$ cat src/rtl/sdram_axi_arbiter.sv
// sdram_axi_arbiter: two-master AXI4 arbiter in front of the SDRAM AXI slave.
// Grants one complete burst at a time (address, all data beats, response).
// Master 0 is instruction fetch, master 1 is load/store.
// Optional build macro SDRAM_ARB_FIXED_PRIO_EN: when defined, master 0 always
// wins simultaneous requests; otherwise the preference alternates per burst.
//
// Handshake semantics: a beat transfers on a rising clock edge where the
// sender's valid and the receiver's ready are both 1. Once the FSM leaves IDLE
// the selected channel is a pure combinational pass-through between in[gnt]
// and out. Every other channel has its valid and ready held at 0.
module sdram_axi_arbiter #(
  parameter  int ID_W   = 4,
  parameter  int ADDR_W = 32,
  parameter  int DATA_W = 32,
  localparam int STRB_W = DATA_W / 8
) (
  input  logic              clock,
  input  logic              reset,
  // master 0
  input  logic              in0_awvalid,
  input  logic [ADDR_W-1:0] in0_awaddr,
  input  logic [ID_W-1:0]   in0_awid,
  input  logic [7:0]        in0_awlen,
  input  logic [2:0]        in0_awsize,
  input  logic [1:0]        in0_awburst,
  output logic              in0_awready,
  input  logic              in0_wvalid,
  input  logic [DATA_W-1:0] in0_wdata,
  input  logic [STRB_W-1:0] in0_wstrb,
  input  logic              in0_wlast,
  output logic              in0_wready,
  output logic              in0_bvalid,
  output logic [1:0]        in0_bresp,
  output logic [ID_W-1:0]   in0_bid,
  input  logic              in0_bready,
  input  logic              in0_arvalid,
  input  logic [ADDR_W-1:0] in0_araddr,
  input  logic [ID_W-1:0]   in0_arid,
  input  logic [7:0]        in0_arlen,
  input  logic [2:0]        in0_arsize,
  input  logic [1:0]        in0_arburst,
  output logic              in0_arready,
  output logic              in0_rvalid,
  output logic [DATA_W-1:0] in0_rdata,
  output logic [1:0]        in0_rresp,
  output logic              in0_rlast,
  output logic [ID_W-1:0]   in0_rid,
  input  logic              in0_rready,
  // master 1
  input  logic              in1_awvalid,
  input  logic [ADDR_W-1:0] in1_awaddr,
  input  logic [ID_W-1:0]   in1_awid,
  input  logic [7:0]        in1_awlen,
  input  logic [2:0]        in1_awsize,
  input  logic [1:0]        in1_awburst,
  output logic              in1_awready,
  input  logic              in1_wvalid,
  input  logic [DATA_W-1:0] in1_wdata,
  input  logic [STRB_W-1:0] in1_wstrb,
  input  logic              in1_wlast,
  output logic              in1_wready,
  output logic              in1_bvalid,
  output logic [1:0]        in1_bresp,
  output logic [ID_W-1:0]   in1_bid,
  input  logic              in1_bready,
  input  logic              in1_arvalid,
  input  logic [ADDR_W-1:0] in1_araddr,
  input  logic [ID_W-1:0]   in1_arid,
  input  logic [7:0]        in1_arlen,
  input  logic [2:0]        in1_arsize,
  input  logic [1:0]        in1_arburst,
  output logic              in1_arready,
  output logic              in1_rvalid,
  output logic [DATA_W-1:0] in1_rdata,
  output logic [1:0]        in1_rresp,
  output logic              in1_rlast,
  output logic [ID_W-1:0]   in1_rid,
  input  logic              in1_rready,
  // downstream SDRAM slave
  output logic              out_awvalid,
  output logic [ADDR_W-1:0] out_awaddr,
  output logic [ID_W-1:0]   out_awid,
  output logic [7:0]        out_awlen,
  output logic [2:0]        out_awsize,
  output logic [1:0]        out_awburst,
  input  logic              out_awready,
  output logic              out_wvalid,
  output logic [DATA_W-1:0] out_wdata,
  output logic [STRB_W-1:0] out_wstrb,
  output logic              out_wlast,
  input  logic              out_wready,
  input  logic              out_bvalid,
  input  logic [1:0]        out_bresp,
  input  logic [ID_W-1:0]   out_bid,
  output logic              out_bready,
  output logic              out_arvalid,
  output logic [ADDR_W-1:0] out_araddr,
  output logic [ID_W-1:0]   out_arid,
  output logic [7:0]        out_arlen,
  output logic [2:0]        out_arsize,
  output logic [1:0]        out_arburst,
  input  logic              out_arready,
  input  logic              out_rvalid,
  input  logic [DATA_W-1:0] out_rdata,
  input  logic [1:0]        out_rresp,
  input  logic              out_rlast,
  input  logic [ID_W-1:0]   out_rid,
  output logic              out_rready,
  // FSM state for observation
  output logic [2:0]        dbg_state
);

  typedef enum logic [2:0] {
    IDLE  = 3'd0,
    WADDR = 3'd1,
    WDATA = 3'd2,
    WRESP = 3'd3,
    RADDR = 3'd4,
    RDATA = 3'd5
  } state_t;

  state_t state, state_n;
  logic   gnt, gnt_n;
  logic   rr, rr_n, rr_upd;
  logic   win;

  logic req0, req1;
  logic sel_awvalid, sel_wvalid, sel_wlast, sel_bready, sel_arvalid, sel_rready;
  logic g_awready, g_wready, g_bvalid, g_arready, g_rvalid;

  assign req0      = in0_awvalid | in0_arvalid;
  assign req1      = in1_awvalid | in1_arvalid;
  assign dbg_state = state;

  // Control signals of the granted master
  assign sel_awvalid = gnt ? in1_awvalid : in0_awvalid;
  assign sel_wvalid  = gnt ? in1_wvalid  : in0_wvalid;
  assign sel_wlast   = gnt ? in1_wlast   : in0_wlast;
  assign sel_bready  = gnt ? in1_bready  : in0_bready;
  assign sel_arvalid = gnt ? in1_arvalid : in0_arvalid;
  assign sel_rready  = gnt ? in1_rready  : in0_rready;

  // Downstream payload always follows the granted master
  assign out_awaddr  = gnt ? in1_awaddr  : in0_awaddr;
  assign out_awid    = gnt ? in1_awid    : in0_awid;
  assign out_awlen   = gnt ? in1_awlen   : in0_awlen;
  assign out_awsize  = gnt ? in1_awsize  : in0_awsize;
  assign out_awburst = gnt ? in1_awburst : in0_awburst;
  assign out_wdata   = gnt ? in1_wdata   : in0_wdata;
  assign out_wstrb   = gnt ? in1_wstrb   : in0_wstrb;
  assign out_wlast   = gnt ? in1_wlast   : in0_wlast;
  assign out_araddr  = gnt ? in1_araddr  : in0_araddr;
  assign out_arid    = gnt ? in1_arid    : in0_arid;
  assign out_arlen   = gnt ? in1_arlen   : in0_arlen;
  assign out_arsize  = gnt ? in1_arsize  : in0_arsize;
  assign out_arburst = gnt ? in1_arburst : in0_arburst;

  // State, grant and preference registers
  always_ff @(posedge clock or posedge reset) begin
    if (reset) begin
      state <= IDLE;
      gnt   <= 1'b0;
      rr    <= 1'b0;
    end else begin
      state <= state_n;
      gnt   <= gnt_n;
      rr    <= rr_n;
    end
  end

  // Next-state: arbitrate in IDLE, then follow the burst to its response
  always_comb begin
    state_n = state;
    gnt_n   = gnt;
    rr_upd  = rr;
    win     = 1'b0;
    case (state)
      IDLE: begin
        if (req0 | req1) begin
          win     = (req0 & req1) ? rr : req1;
          gnt_n   = win;
          state_n = (win ? in1_awvalid : in0_awvalid) ? WADDR : RADDR;
        end
      end
      WADDR: if (sel_awvalid & out_awready) state_n = WDATA;
      WDATA: if (sel_wvalid & out_wready & sel_wlast) state_n = WRESP;
      WRESP: begin
        if (out_bvalid & sel_bready) begin
          state_n = IDLE;
          rr_upd  = ~gnt;
        end
      end
      RADDR: if (sel_arvalid & out_arready) state_n = RDATA;
      RDATA: begin
        if (out_rvalid & sel_rready & out_rlast) begin
          state_n = IDLE;
          rr_upd  = ~gnt;
        end
      end
      default: state_n = IDLE;
    endcase
`ifdef SDRAM_ARB_FIXED_PRIO_EN
    rr_n = 1'b0;
`else
    rr_n = rr_upd;
`endif
  end

  // Outputs: open only the active channel, demux responses to the granted master
  always_comb begin
    out_awvalid = 1'b0;
    out_wvalid  = 1'b0;
    out_bready  = 1'b0;
    out_arvalid = 1'b0;
    out_rready  = 1'b0;
    g_awready   = 1'b0;
    g_wready    = 1'b0;
    g_bvalid    = 1'b0;
    g_arready   = 1'b0;
    g_rvalid    = 1'b0;
    case (state)
      WADDR: begin
        out_awvalid = sel_awvalid;
        g_awready   = out_awready;
      end
      WDATA: begin
        out_wvalid = sel_wvalid;
        g_wready   = out_wready;
      end
      WRESP: begin
        out_bready = sel_bready;
        g_bvalid   = out_bvalid;
      end
      RADDR: begin
        out_arvalid = sel_arvalid;
        g_arready   = out_arready;
      end
      RDATA: begin
        out_rready = sel_rready;
        g_rvalid   = out_rvalid;
      end
      default: ;
    endcase

    in0_awready = ~gnt & g_awready;
    in0_wready  = ~gnt & g_wready;
    in0_bvalid  = ~gnt & g_bvalid;
    in0_arready = ~gnt & g_arready;
    in0_rvalid  = ~gnt & g_rvalid;
    in1_awready =  gnt & g_awready;
    in1_wready  =  gnt & g_wready;
    in1_bvalid  =  gnt & g_bvalid;
    in1_arready =  gnt & g_arready;
    in1_rvalid  =  gnt & g_rvalid;

    in0_bresp = gnt ? 2'b00 : out_bresp;
    in0_bid   = gnt ? '0 : out_bid;
    in0_rdata = gnt ? '0 : out_rdata;
    in0_rresp = gnt ? 2'b00 : out_rresp;
    in0_rlast = gnt ? 1'b0 : out_rlast;
    in0_rid   = gnt ? '0 : out_rid;
    in1_bresp = gnt ? out_bresp : 2'b00;
    in1_bid   = gnt ? out_bid : '0;
    in1_rdata = gnt ? out_rdata : '0;
    in1_rresp = gnt ? out_rresp : 2'b00;
    in1_rlast = gnt ? out_rlast : 1'b0;
    in1_rid   = gnt ? out_rid : '0;
  end

endmodule

$ cat config.mk
export PLATFORM = sky130hd
export DESIGN_NAME = sdram_axi_arbiter
export DESIGN_NICKNAME = d
export VERILOG_FILES = /design/src/rtl/sdram_axi_arbiter.sv
export SDC_FILE = /design/constraint.sdc
export NUM_CORES = 1
export LEC_CHECK = 0
export ABC_AREA = 0
export BUFFER_PORTS_ARGS = -buffer_cell sky130_fd_sc_hd__buf_2
export CAP_MARGIN = 20
export CORE_AREA = 2 2 223 225
export DETAILED_ROUTE_END_ITERATION = 6
export DIE_AREA = 0 0 225 227
export PLACE_DENSITY_LB_ADDON = 0.1
export SYNTH_ARGS = -nofsm -noshare
export SYNTH_HDL_FRONTEND = slang
export SYNTH_SLANG_ARGS = --single-unit
$ cat constraint.sdc
create_clock -name clock -period 2.6 [get_ports clock]
set_input_delay 0.26 -clock clock [delete_from_list [all_inputs] [get_ports clock]]
set_output_delay 0.26 -clock clock [all_outputs]
set_load 0.005 [all_outputs]
After elaboration in Yosys (flattened, before gate mapping)
Cells that the tools add are included.
{"block": "word_totals", "input_bits": 332, "output_inout_bits": 243, "elab_cells": 94, "reg_bits": 5}
{"block": "op_classes", "muxes": 53, "n_bitwise": 22, "n_eq_ne": 11, "reduce_logical": 5}
{"operator": "$mux 32", "count": 5}
{"operator": "$mux 4", "count": 7}
{"operator": "$mux 3", "count": 9}
{"operator": "$mux 1", "count": 22}
{"operator": "$and 1x1->1", "count": 18}
{"operator": "$pmux 3 s6", "count": 1}
{"operator": "$mux 8", "count": 2}
{"operator": "$mux 2", "count": 6}
{"operator": "$ne 2x2->1 const B", "count": 6}
{"operator": "$eq 3x2->1 const B", "count": 2}
{"operator": "$eq 3x3->1 const B", "count": 2}
{"operator": "$reduce_and 6->1", "count": 1}
{"operator": "$eq 3x1->1 const B", "count": 1}
{"operator": "$logic_not 3->1", "count": 1}
{"operator": "$or 1x1->1", "count": 3}
{"operator": "$reduce_and 3->1", "count": 1}
{"operator": "$pmux 1 s2", "count": 1}
{"operator": "$reduce_and 2->1", "count": 1}
{"operator": "$reduce_bool 2->1", "count": 1}
{"operator": "$not 1->1", "count": 1}

Longest topological paths before layout
Gate-level depths: netlist of the first run.
{"block": "depth", "depth_word": 7, "mapped_depth": 6}

Least setup slack after synthesis of the first run
Ideal clock, no wire load.
{"block": "synth_timing", "kind": "register -> output", "from": "register gnt", "to": "output out_araddr[10]", "setup_slack_ps": 1018, "stages_incl_launch_ff": 6, "t_arrival_ps": 1322, "n_path_buf": 4, "path_cell_list": "dfrtp_1 > buf_6 > buf_4 > buf_2 > buf_2 > mux2_2"}
{"block": "synth_between", "elab_chain_cells": 1}
{"element": "start: declaration", "line": "123", "rtl": "logic gnt, gnt_n;"}
{"element": "start signal: assignment", "line": "166", "rtl": "gnt <= gnt_n;"}
{"element": "$mux 32", "line": "152", "rtl": "assign out_araddr = gnt ? in1_araddr : in0_araddr;"}
{"element": "end: declaration", "line": "97", "rtl": "output logic [ADDR_W-1:0] out_araddr,"}
Every way passes these cells.

Final worst setup path of the first run
{"block": "layout_timing", "from": "register gnt", "to": "output out_wdata[15]"}
{"block": "layout_between", "elab_chain_cells": 1}
{"element": "$mux 32", "line": "149", "rtl": "assign out_wdata = gnt ? in1_wdata : in0_wdata;"}
{"element": "end: declaration", "line": "88", "rtl": "output logic [DATA_W-1:0] out_wdata,"}
Every way passes these cells.

==> reports/metrics.cfg, run 1 <==
[grt]
grt_pass1_vias = 4536
antenna_found_initial = 0
grt.overflow.total = 0
grt_usage_pct = 8.41
grt_max_degree = 65
grt_pass1_wl_um = 31900

[floorplanning]
initial_core_util_pct = 5.74
rows = 81
core_area_um2 = 48500
die_h_um = 227
die_width_um = 225
die_area_um2 = 51100
io_pins = 575

[layout]
stdcell_count = 1511
area_delta_synth_final_pct = 133
drive_gt1_share_pct = 81.6
fill_cells = 5716
n_antenna_cell = 0
nNetsFinal = 1222

[synth]
synth-compound-area-share_pct = 3.82
ys_seq_elements = 5
avgSynthCellArea_um2 = 8.39
synth_sequential_area_ratio_pct = 4.49
synthTopCellsByArea = mux2_2 (55%), nor2b_1 (11%), and2_1 (10%), dfrtp_1 (4.5%), buf_2 (2.5%)
ys.flop_type = dfrtp_1
synth_cells = 332
syn-num-nets = 664
yosys.area_share.xor_xnor_pct = 0
netlist_top_cells_count = mux2_2 (136), nor2b_1 (47), and2_1 (45), buf_2 (14), nor2_1 (12)
netlist_area_um2 = 2790
yosysTopAreaCellShare_pct = 55.0
synth_top_area_cell = mux2_2
synth_mux_area_share_pct = 57.2
yosysMostFrequentCell = mux2_2
async_reset_ff_share_pct = 100
synth_simple_gate_area_share_pct = 28.2
synth_fa_ha_area_share_pct = 0
ys_warn_count = 0
synth-edff-count = 0
ys_types = 31
synth_top_family_by_area = multiplexers

[sta]
max_slew_margin_pct = 66.6
fin_hold_ws_ns = 0.438
skew_ns = 0.000427
hold_viol_final = 0
fin_tns_setup_ns = 0
min_period_ns = 2.15
report.final.slew_viol_count = 0
setup_ws_ns = 0.455
timing.final.crit_share_pct = 82.5
fmaxAchievable_mhz = 466
rsz0062_at_grt = no
tightest_slew_ns = 0.501
setup_viol_count_final = 0

[power]
p_total_mw = 4.47
peakVddDrop_v = 0.000289
power_density_nw_per_um2 = 690
p_leak_nw = 3.42

[clocking]
cts_sinks = 5
clk_latency_ns = 0.23
path_clk_slew_ns = 0.04
cts_max_level = 1
cts_resized = 0
clock_path_buffers = 2
cts_root_buf = clkbuf_16
cts_buffers = 3
cts_tree = built

[drt]
drc_errors = 0
wl_per_cell_um = 16.3
drt_pre_antenna_iters = 4
routed_wl_um = 24600
num_vias = 4528
viasPerCell = 3.00
drtAntennaViolNets = 0
drt_iter0_markers = 100

[setup_path]
cp-end-kind = output port
crit_type = reg -> out
crit_arrival_ns = 1.89
crit_fanout = 64
worstPathRequired_ns = 2.34
critPathLaunchType = flop

[placement]
io_buffers = 574
gp_congestion = 0.823
dp_hpwl_um = 22100
place_ws_ns = 0.615
dp.cells = 1506

[flow_run]
max_cap_violations = 0

[worst_hold_path]
min_path_type = in -> reg

[status]
status = completed

power breakdown:
group          switching [mW]  internal, mW  total [mW]  leakage, nW
Sequential              0.163         0.115       0.279       0.0577
Clock                  0.0575         0.204       0.261       0.0382
Combinational            1.84          2.09        3.93         3.33
per-stage QoR:
| step | util [%] | instance area (um2) |
|---|---|---|
| finish | 13.4 | 6480 |
| CTS | 13.4 | 6480 |
| floorplan | - | 2790 |
| global placement | 13.2 | 6390 |
| global route | 13.4 | 6480 |
| detailed placement | 13.2 | 6390 |
area by class of cell:
cell class              instances  area [um2]  share of cell area, %
clock buffers                   4        78.8                   1.22
inverters                       5        18.8                  0.290
multi-input cells             292        2480                   38.3
flip-flops and latches          5         129                   1.99
well taps                     622         778                   12.0
repair buffers                583        2990                   46.2
registers in the layout (all words and copies together) (netlist names):
name	count
gnt	1
rr	1
dbg_state	3
metal layers:
layer  part of all wire [%]  wire length [um]  GRT usage (%)  vias to the layer above
met2                     54             13300           16.2                      217
met4                   0.55               136          0.726                        0
met1                     40              9820           10.3                     2035
li1                       -                 -              -                     2272
met3                    5.6              1370           1.03                        4
met5                      0                 0              0                        -
cells in the final DEF (no fill, tap or decap), types with 2 or more instances in the layout:
cell type	instances
nor3_1	9
inv_1	5
o221ai_1	2
nand2b_1	2
o21ai_0	4
nand3_1	5
mux2i_1	4
nor4b_1	2
nor2b_1	47
nor2_1	12
a21oi_1	2
and2_1	45
clkbuf_16	3
buf_12	4
mux2_2	136
buf_2	574
buf_4	4
dfrtp_1	4
nand2_1	10
path summary, 6_finish.rpt:
| path | from | to | slack [ns] | cells past startpoint |
|---|---|---|---|---|
| worst max-delay path | gnt$_DFFE_PP0P_ | out_wdata[15] | 0.45 | 3 |
| worst min-delay path | in1_awvalid | gnt$_DFFE_PP0P_ | 0.44 | 3 |
| worst max register to register | gnt$_DFFE_PP0P_ | dbg_state[0]$_DFFE_PP0P_ | 0.66 | 4 |
| worst min register to register | rr$_DFFE_PP0P_ | rr$_DFFE_PP0P_ | 0.65 | 2 |
| max in group asynchronous | reset | gnt$_DFFE_PP0P_ | 1.91 | 3 |
| min in group asynchronous | reset | dbg_state[1]$_DFFE_PP0P_ | 0.48 | 3 |
what timing repair did:
item,4_1_cts,5_1_grt
hold buffers,1,0
hold endpoints to repair,5,0
setup buffers,0,0
kinds of logic after synthesis:
| family | count (synthesis) |
|---|---|
| AO/OA/AOI/OAI | 15 |
| AND/OR/NAND/NOR | 136 |
| multiplexers | 141 |
| flip-flops | 5 |
| buffers and inverters | 35 |
worst max-delay path: stages (launching register included):
cell	delay, ns
dfrtp_4	0.73
buf_12	0.33
mux2_2	0.38
buf_2	0.12
(Power assumes the default switching activity.)
==> inputs of run 2 (changes only) <==
--- a/config.mk
+++ b/config.mk
@@ -5,12 +5,12 @@
 export SDC_FILE = /design/constraint.sdc
 export NUM_CORES = 1
 export LEC_CHECK = 0
-export ABC_AREA = 0
+export ABC_AREA = 1
 export BUFFER_PORTS_ARGS = -buffer_cell sky130_fd_sc_hd__buf_2
 export CAP_MARGIN = 20
-export CORE_AREA = 2 2 223 225
+export CORE_AREA = 2 2 225 227
 export DETAILED_ROUTE_END_ITERATION = 6
-export DIE_AREA = 0 0 225 227
+export DIE_AREA = 0 0 227 229
 export PLACE_DENSITY_LB_ADDON = 0.1
 export SYNTH_ARGS = -nofsm -noshare
 export SYNTH_HDL_FRONTEND = slang
==> constraint.sdc (replaced) <==
create_clock -name clock -period 1.8 [get_ports clock]
set_input_delay 0.18 -clock clock [delete_from_list [all_inputs] [get_ports clock]]
set_output_delay 0.18 -clock clock [all_outputs]
set_load 0.005 [all_outputs]
==> run 2 against run 1 <==
Compared with the run above:
- final cell count up 32%
- non-clock buffer count up 20
- global-route usage up 0.34 points
- largest cell class unchanged
- sequential cell count unchanged
- largest power group unchanged
- core utilization up 0.77 points
- clock skew up 0.0019 ns
==> reports/metrics.cfg, run 2 <==
[status]
status = completed

[floorplanning]
rows = 82  ; +1.2%
initial_core_util_pct = 6.08  ; +0.35 points
core_area_um2 = 49700  ; +2.3%
die_area_um2 = 52000  ; +1.8%
die_width_um = 227  ; +0.89%
die_h_um = 229  ; +0.88%
io_pins = 575  ; unchanged

[synth]
yosysMostFrequentCell = nand2_1
async_reset_ff_share_pct = 100  ; unchanged
ys.flop_type = dfrtp_1
ys_types = 21  ; -32%
ys_warn_count = 0  ; unchanged
synth_sequential_area_ratio_pct = 4.14  ; -0.35 points
netlist_area_um2 = 3020  ; +8.4%
synth-edff-count = 0  ; unchanged
synth_top_area_cell = nand2_1
yosysTopAreaCellShare_pct = 61.5  ; +6.5 points
netlist_top_cells_count = nand2_1 (495), inv_1 (108), nor2_1 (56), buf_2 (32), nand3_1 (9)
synthTopCellsByArea = nand2_1 (62%), inv_1 (13%), nor2_1 (7.0%), buf_2 (5.3%), dfrtp_1 (4.1%)
synth_cells = 746  ; +120%
syn-num-nets = 1078  ; +62%
avgSynthCellArea_um2 = 4.05  ; -52%
ys_seq_elements = 5  ; unchanged

[drt]
drt_iter0_markers = 213  ; +110%
num_vias = 6123  ; +35%
drtAntennaViolNets = 0  ; unchanged
viasPerCell = 3.08  ; +2.7%
drt-met1-wl_um = 9350  ; -4.7%
dr_wl_met2_um = 13900  ; +4.5%
wl_met3_um = 1910  ; +40%
drt_pre_antenna_iters = 6  ; +2
top_layer = met5
wl_per_cell_um = 12.8  ; -22%
drc_errors = 0  ; unchanged
routed_wl_um = 25400  ; +3.1%

[layout]
largest_reg_flops = 3  ; unchanged
nNetsFinal = 1645  ; +35%
drive_gt1_share_pct = 47.3  ; -34 points
layout_commonest_cell = buf_2
final_cell_mix = buf_2 (574), nand2_1 (495), inv_1 (108)
area_delta_synth_final_pct = 132
post-route-util_pct = 14.1  ; +0.77 points

[placement]
dp_hpwl_um = 22000  ; -0.23%
io_buffers = 574  ; unchanged
gp_congestion = 0.841  ; +2.2%

[clocking]
cts_tree = built
clock_path_buffers = 2  ; unchanged
cts_max_level = 1  ; unchanged
clk_latency_ns = 0.23  ; about the same
cts_buffers = 3  ; unchanged
cts_sinks = 5  ; unchanged
cts_root_buf = clkbuf_16
path_clk_slew_ns = 0.04  ; about the same
post_cts_buffers = 0  ; unchanged

[sta]
fin_hold_ws_ns = 0.383  ; -0.0547 ns
skew_ns = 0.00237  ; +0.00194 ns
min_period_ns = 1.72
max_slew_margin_pct = 65.4  ; -1.2 points
timing.final.crit_share_pct = 95.8
fin_tns_setup_ns = 0  ; unchanged
setup_viol_count_final = 0  ; unchanged
report.final.slew_viol_count = 0  ; unchanged
hold_viol_final = 0  ; unchanged
rsz0062_at_grt = no
fmaxAchievable_mhz = 580
tightest_slew_ns = 0.519  ; +0.0183 ns

[setup_path]
crit_arrival_ns = 1.54  ; -0.35 ns
cp-end-kind = output port
crit_cells = 5  ; +2
reg2reg_depth = 9  ; +5
worst_path_largest_cell_delay_ns = 0.52  ; -0.21 ns
crit_chain = buf_6, buf_16, buf_4, nor2_1, buf_2
critPathSlowestCell = dfrtp_4
crit_fanout = 27  ; -58%
worstPathRequired_ns = 1.62  ; -0.72 ns
crit_type = reg -> out
critPathLaunchType = flop
crit_family = buffers and inverters
crit_buf_inv = 4  ; +2

[worst_hold_path]
min_path_type = in -> reg
whs_path_depth = 5  ; +2

[power]
peakVddDrop_v = 0.000475  ; +65%
p_total_mw = 7.31  ; +63%
p_leak_nw = 5.00  ; +46%
power_density_nw_per_um2 = 1040  ; +51%

[flow_run]
max_cap_violations = 0  ; unchanged

[grt]
grt_pass1_vias = 5883  ; +30%
grt.overflow.total = 0  ; unchanged
grt_max_degree = 98  ; +51%
grt_usage_pct = 8.74  ; +0.34 points
grt_pass1_wl_um = 34700  ; +8.6%
antenna_found_initial = 6  ; +6

==> run 2: cells by family after synthesis <==
logic type / after synthesis / share of synthesized area [%]
and+or+nand+nor: 575 / 73.0
buffers and inverters: 154 / 20.6
AOI/OAI and AO/OA: 12 / 2.28
DFF: 5 / 4.14
==> run 2: what timing repair did <==
item                       in CTS  in global routing
pin swaps                       0                  0
resized for setup               3                  3
hold buffers                    1                  0
cloned                          2                  0
setup endpoints to repair      10                 14
hold endpoints to repair        5                  0
==> run 2: through the flow <==
stage / worst slack [ns] / cell area [um2] / instances
floorplan: 0.508 / 3020 / 746
global placement: 0.198 / 6830 / 1977
detailed placement: 0.193 / 6830 / 1977
CTS: 0.00333 / 6990 / 1984
global route: 0.00203 / 7020 / 1989
finish: 0.0751 / 7020 / 1989
==> run 2: worst register-to-register path, cell delays in order, from the launching register on <==
cell and delay (ns):
dfrtp_4 0.52, buf_6 0.18, nand2_1 0.11, nand3_1 0.08, nand2_1 0.10, nand2_1 0.07
nor2_2 0.12, nand2_1 0.11, nand2_1 0.07, nand2_1 0.05
==> run 2: final timing paths <==
check                                           endpoint            start  slack, ns
worst max-delay path                       in0_rdata[10]  gnt$_DFFE_PP0P_       0.08
min in group asynchronous       dbg_state[1]$_DFFE_PP0P_            reset       0.45
max in group asynchronous                gnt$_DFFE_PP0P_            reset       1.15
worst max register to register  dbg_state[0]$_DFFE_PP0P_  gnt$_DFFE_PP0P_       0.27
worst min register to register            rr$_DFFE_PP0P_   rr$_DFFE_PP0P_       0.50
worst min-delay path            dbg_state[1]$_DFFE_PP0P_       out_wready       0.38
==> run 2: area by class of cell <==
cell class | count | area, um2
clock inverters | 1 | 5.00
flip-flops and latches | 5 | 130
multi-input cells | 587 | 2270
diodes | 5 | 12.5
clock buffers | 3 | 75.1
repair buffers | 603 | 3240
well taps | 672 | 841
inverters | 113 | 437
fillers | 6012 | 42600
==> run 2: where the power goes <==
group          internal [mW]  total, mW  leakage (nW)  switching, mW
clock                  0.291      0.373        0.0409         0.0819
combinational           2.88       6.66          4.90           3.77
sequential             0.178      0.277        0.0602         0.0991
total                   3.35       7.31          5.00           3.95
==> run 2: routing by layer <==
layer / GRT usage [%] / vias up
met1: 9.04 / 2583
met3: 1.58 / 12
li1: - / 3263
met5: 0 / -
met4: 1.35 / 2
met2: 18.1 / 263
==> inputs of run 3 (changes only) <==
==> constraint.sdc (replaced) <==
create_clock -name clock -period 1.9 [get_ports clock]
set_input_delay 0.19 -clock clock [delete_from_list [all_inputs] [get_ports clock]]
set_output_delay 0.19 -clock clock [all_outputs]
set_load 0.005 [all_outputs]
==> run 3 against run 2 <==
Compared with the run above:
- hold slack gained 0.014 ns
- critical path depth is 1 higher
- via count down 0.33%
- global-route usage decreased by 0.20 points
- clock-buffer cell count did not move
- setup slack improved by 0.034 ns
==> reports/metrics.cfg, run 3 (synthesis gave the netlist of run 2 again) <==
[clocking]
clock_path_buffers = 2  ; unchanged
path_clk_slew_ns = 0.04  ; about the same
cts_root_buf = clkbuf_16
cts_buffers = 3  ; unchanged
cts_max_level = 1  ; unchanged
cts_sinks = 5  ; unchanged
cts_tree = built
clk_latency_ns = 0.23  ; about the same

[drt]
routed_wl_um = 24900  ; -1.8%
wl_met3_um = 1730  ; -9.5%
drtAntennaViolNets = 0  ; unchanged
drt-met1-wl_um = 9260  ; -0.96%
viasPerCell = 3.07  ; -0.18%
top_layer = met4
drc_errors = 0  ; unchanged
dr_wl_met2_um = 13700  ; -1.4%
wl_per_cell_um = 12.5  ; -1.7%
drt_pre_antenna_iters = 6  ; unchanged
drt_iter0_markers = 167  ; -22%
num_vias = 6103  ; -0.33%

[floorplanning]
rows = 82  ; unchanged
die_width_um = 227  ; unchanged
core_area_um2 = 49700  ; unchanged
die_h_um = 229  ; unchanged
die_area_um2 = 52000  ; unchanged
initial_core_util_pct = 6.08  ; unchanged
io_pins = 575  ; unchanged

[sta]
rsz0062_at_grt = no
timing.final.crit_share_pct = 94.3
tightest_slew_ns = 0.499  ; -0.0201 ns
setup_viol_count_final = 0  ; unchanged
fmaxAchievable_mhz = 558
report.final.slew_viol_count = 0  ; unchanged
fin_hold_ws_ns = 0.398  ; +0.0143 ns
skew_ns = 0.000856  ; -0.00151 ns
max_slew_margin_pct = 66.7  ; +1.3 points
hold_viol_final = 0  ; unchanged
setup_ws_ns = 0.109  ; +0.0336 ns
fin_tns_setup_ns = 0  ; unchanged
min_period_ns = 1.79

[grt]
grt_max_degree = 99  ; +1.0%
grt_pass1_wl_um = 34000  ; -1.8%
grt_pass1_vias = 5871  ; -0.20%
grt_usage_pct = 8.54  ; -0.20 points
grt.overflow.total = 0  ; unchanged
antenna_found_initial = 4  ; -2

[setup_path]
critPathLaunchType = flop
cp-end-kind = output port
crit_arrival_ns = 1.60  ; +0.06 ns
crit_fanout = 36  ; +33%
crit_type = reg -> out
worstPathRequired_ns = 1.71  ; +0.09 ns

[worst_hold_path]
min_path_type = in -> reg

[power]
power_density_nw_per_um2 = 973  ; -6.6%
peakVddDrop_v = 0.000481  ; +1.2%
p_leak_nw = 4.96  ; -0.73%
p_clk_share_pct = 5.2  ; about the same
p_int_mw = 3.04  ; -9.4%
power_switching_mw = 3.72  ; -5.9%
p_total_mw = 6.76  ; -7.5%
pwr-share-comb_pct = 90.9  ; -0.2 points
seq_power_share_pct = 3.9  ; about the same
p_sw_share_pct = 55.0  ; +0.93 points

[placement]
place_area_um2 = 6810  ; -0.29%
gp_congestion = 0.813  ; -3.3%
dp_hpwl_um = 21600  ; -1.9%
place_ws_ns = 0.277  ; +0.0833 ns
dp.cells = 1976  ; -0.051%
io_buffers = 574  ; unchanged

[layout]
drive_gt1_share_pct = 47.2  ; -0.16 points
largest_reg_flops = 3  ; unchanged
fin_area_um2 = 6950  ; -0.96%
area_delta_synth_final_pct = 130
regArea_um2 = 129  ; -0.96%
final_cell_mix = buf_2 (574), nand2_1 (495), inv_1 (108)
multi_input_area_um2 = 2270  ; unchanged
stdcell_count = 1986  ; -0.15%
post-route-util_pct = 14.0  ; -0.14 points
fill_cells = 6059  ; +0.78%
layout_commonest_cell = buf_2
nNetsFinal = 1643  ; -0.12%

[status]
status = completed

[flow_run]
max_cap_violations = 0  ; unchanged

==> run 3: cell count changes in the layout (fill, tap and decap cells not counted), sizes merged <==
cell and change:
buf -1, bufbuf -2, clkbuf +1, clkinv -1
diode -1, inv +1
==> run 3: final cells by class <==
cell class              instances  share of cell area, %
multi-input cells             587                   32.7
flip-flops and latches          5                   1.85
clock buffers                   3                   1.08
repair buffers                601                   45.8
inverters                     113                   6.18
diodes                          4                  0.144
clock inverters                 1                 0.0720
well taps                     672                   12.1
==> run 3: final timing paths <==
kind	to	slack (ns)	depth (start not counted)	from
min	dbg_state[1]$_DFFE_PP0P_	0.40	5	out_wready
min in group asynchronous	dbg_state[0]$_DFFE_PP0P_	0.44	3	reset
max in group asynchronous	gnt$_DFFE_PP0P_	1.24	3	reset
min reg2reg	rr$_DFFE_PP0P_	0.50	2	rr$_DFFE_PP0P_
max	out_araddr[26]	0.11	6	gnt$_DFFE_PP0P_
max reg2reg	dbg_state[0]$_DFFE_PP0P_	0.34	10	gnt$_DFFE_PP0P_
==> run 3: power groups by stage <==
stage	Combinational, mW	Clock [mW]	Sequential [mW]
detailed placement	6.19	0	0.260
CTS	6.21	0.358	0.260
global placement	6.33	0	0.263
global route	6.98	0.368	0.274
floorplan	2.98	0	0.220
finish	6.15	0.351	0.263
==> run 3: per-layer routing <==
layer | vias up | track usage, %
li1 | 3255 | -
met1 | 2580 | 8.76
met2 | 255 | 17.8
met5 | - | 0
met3 | 13 | 1.40
met4 | 0 | 1.43
==> run 3: repair_timing <==
item | 4_1_cts | 5_1_grt
hold buffers | 1 | 0
buffers inserted | 0 | 0
endpoints found under the hold margin | 5 | 0
endpoints found under the setup margin | 0 | 30
gates resized for setup | 0 | 3
==> run 3: critical path, stage by stage, from the launching register on <==
cell	delay (ns)
dfrtp_4	0.52
inv_6	0.16
buf_16	0.21
buf_4	0.20
nand2_1	0.06
nand2_1	0.09
buf_2	0.13
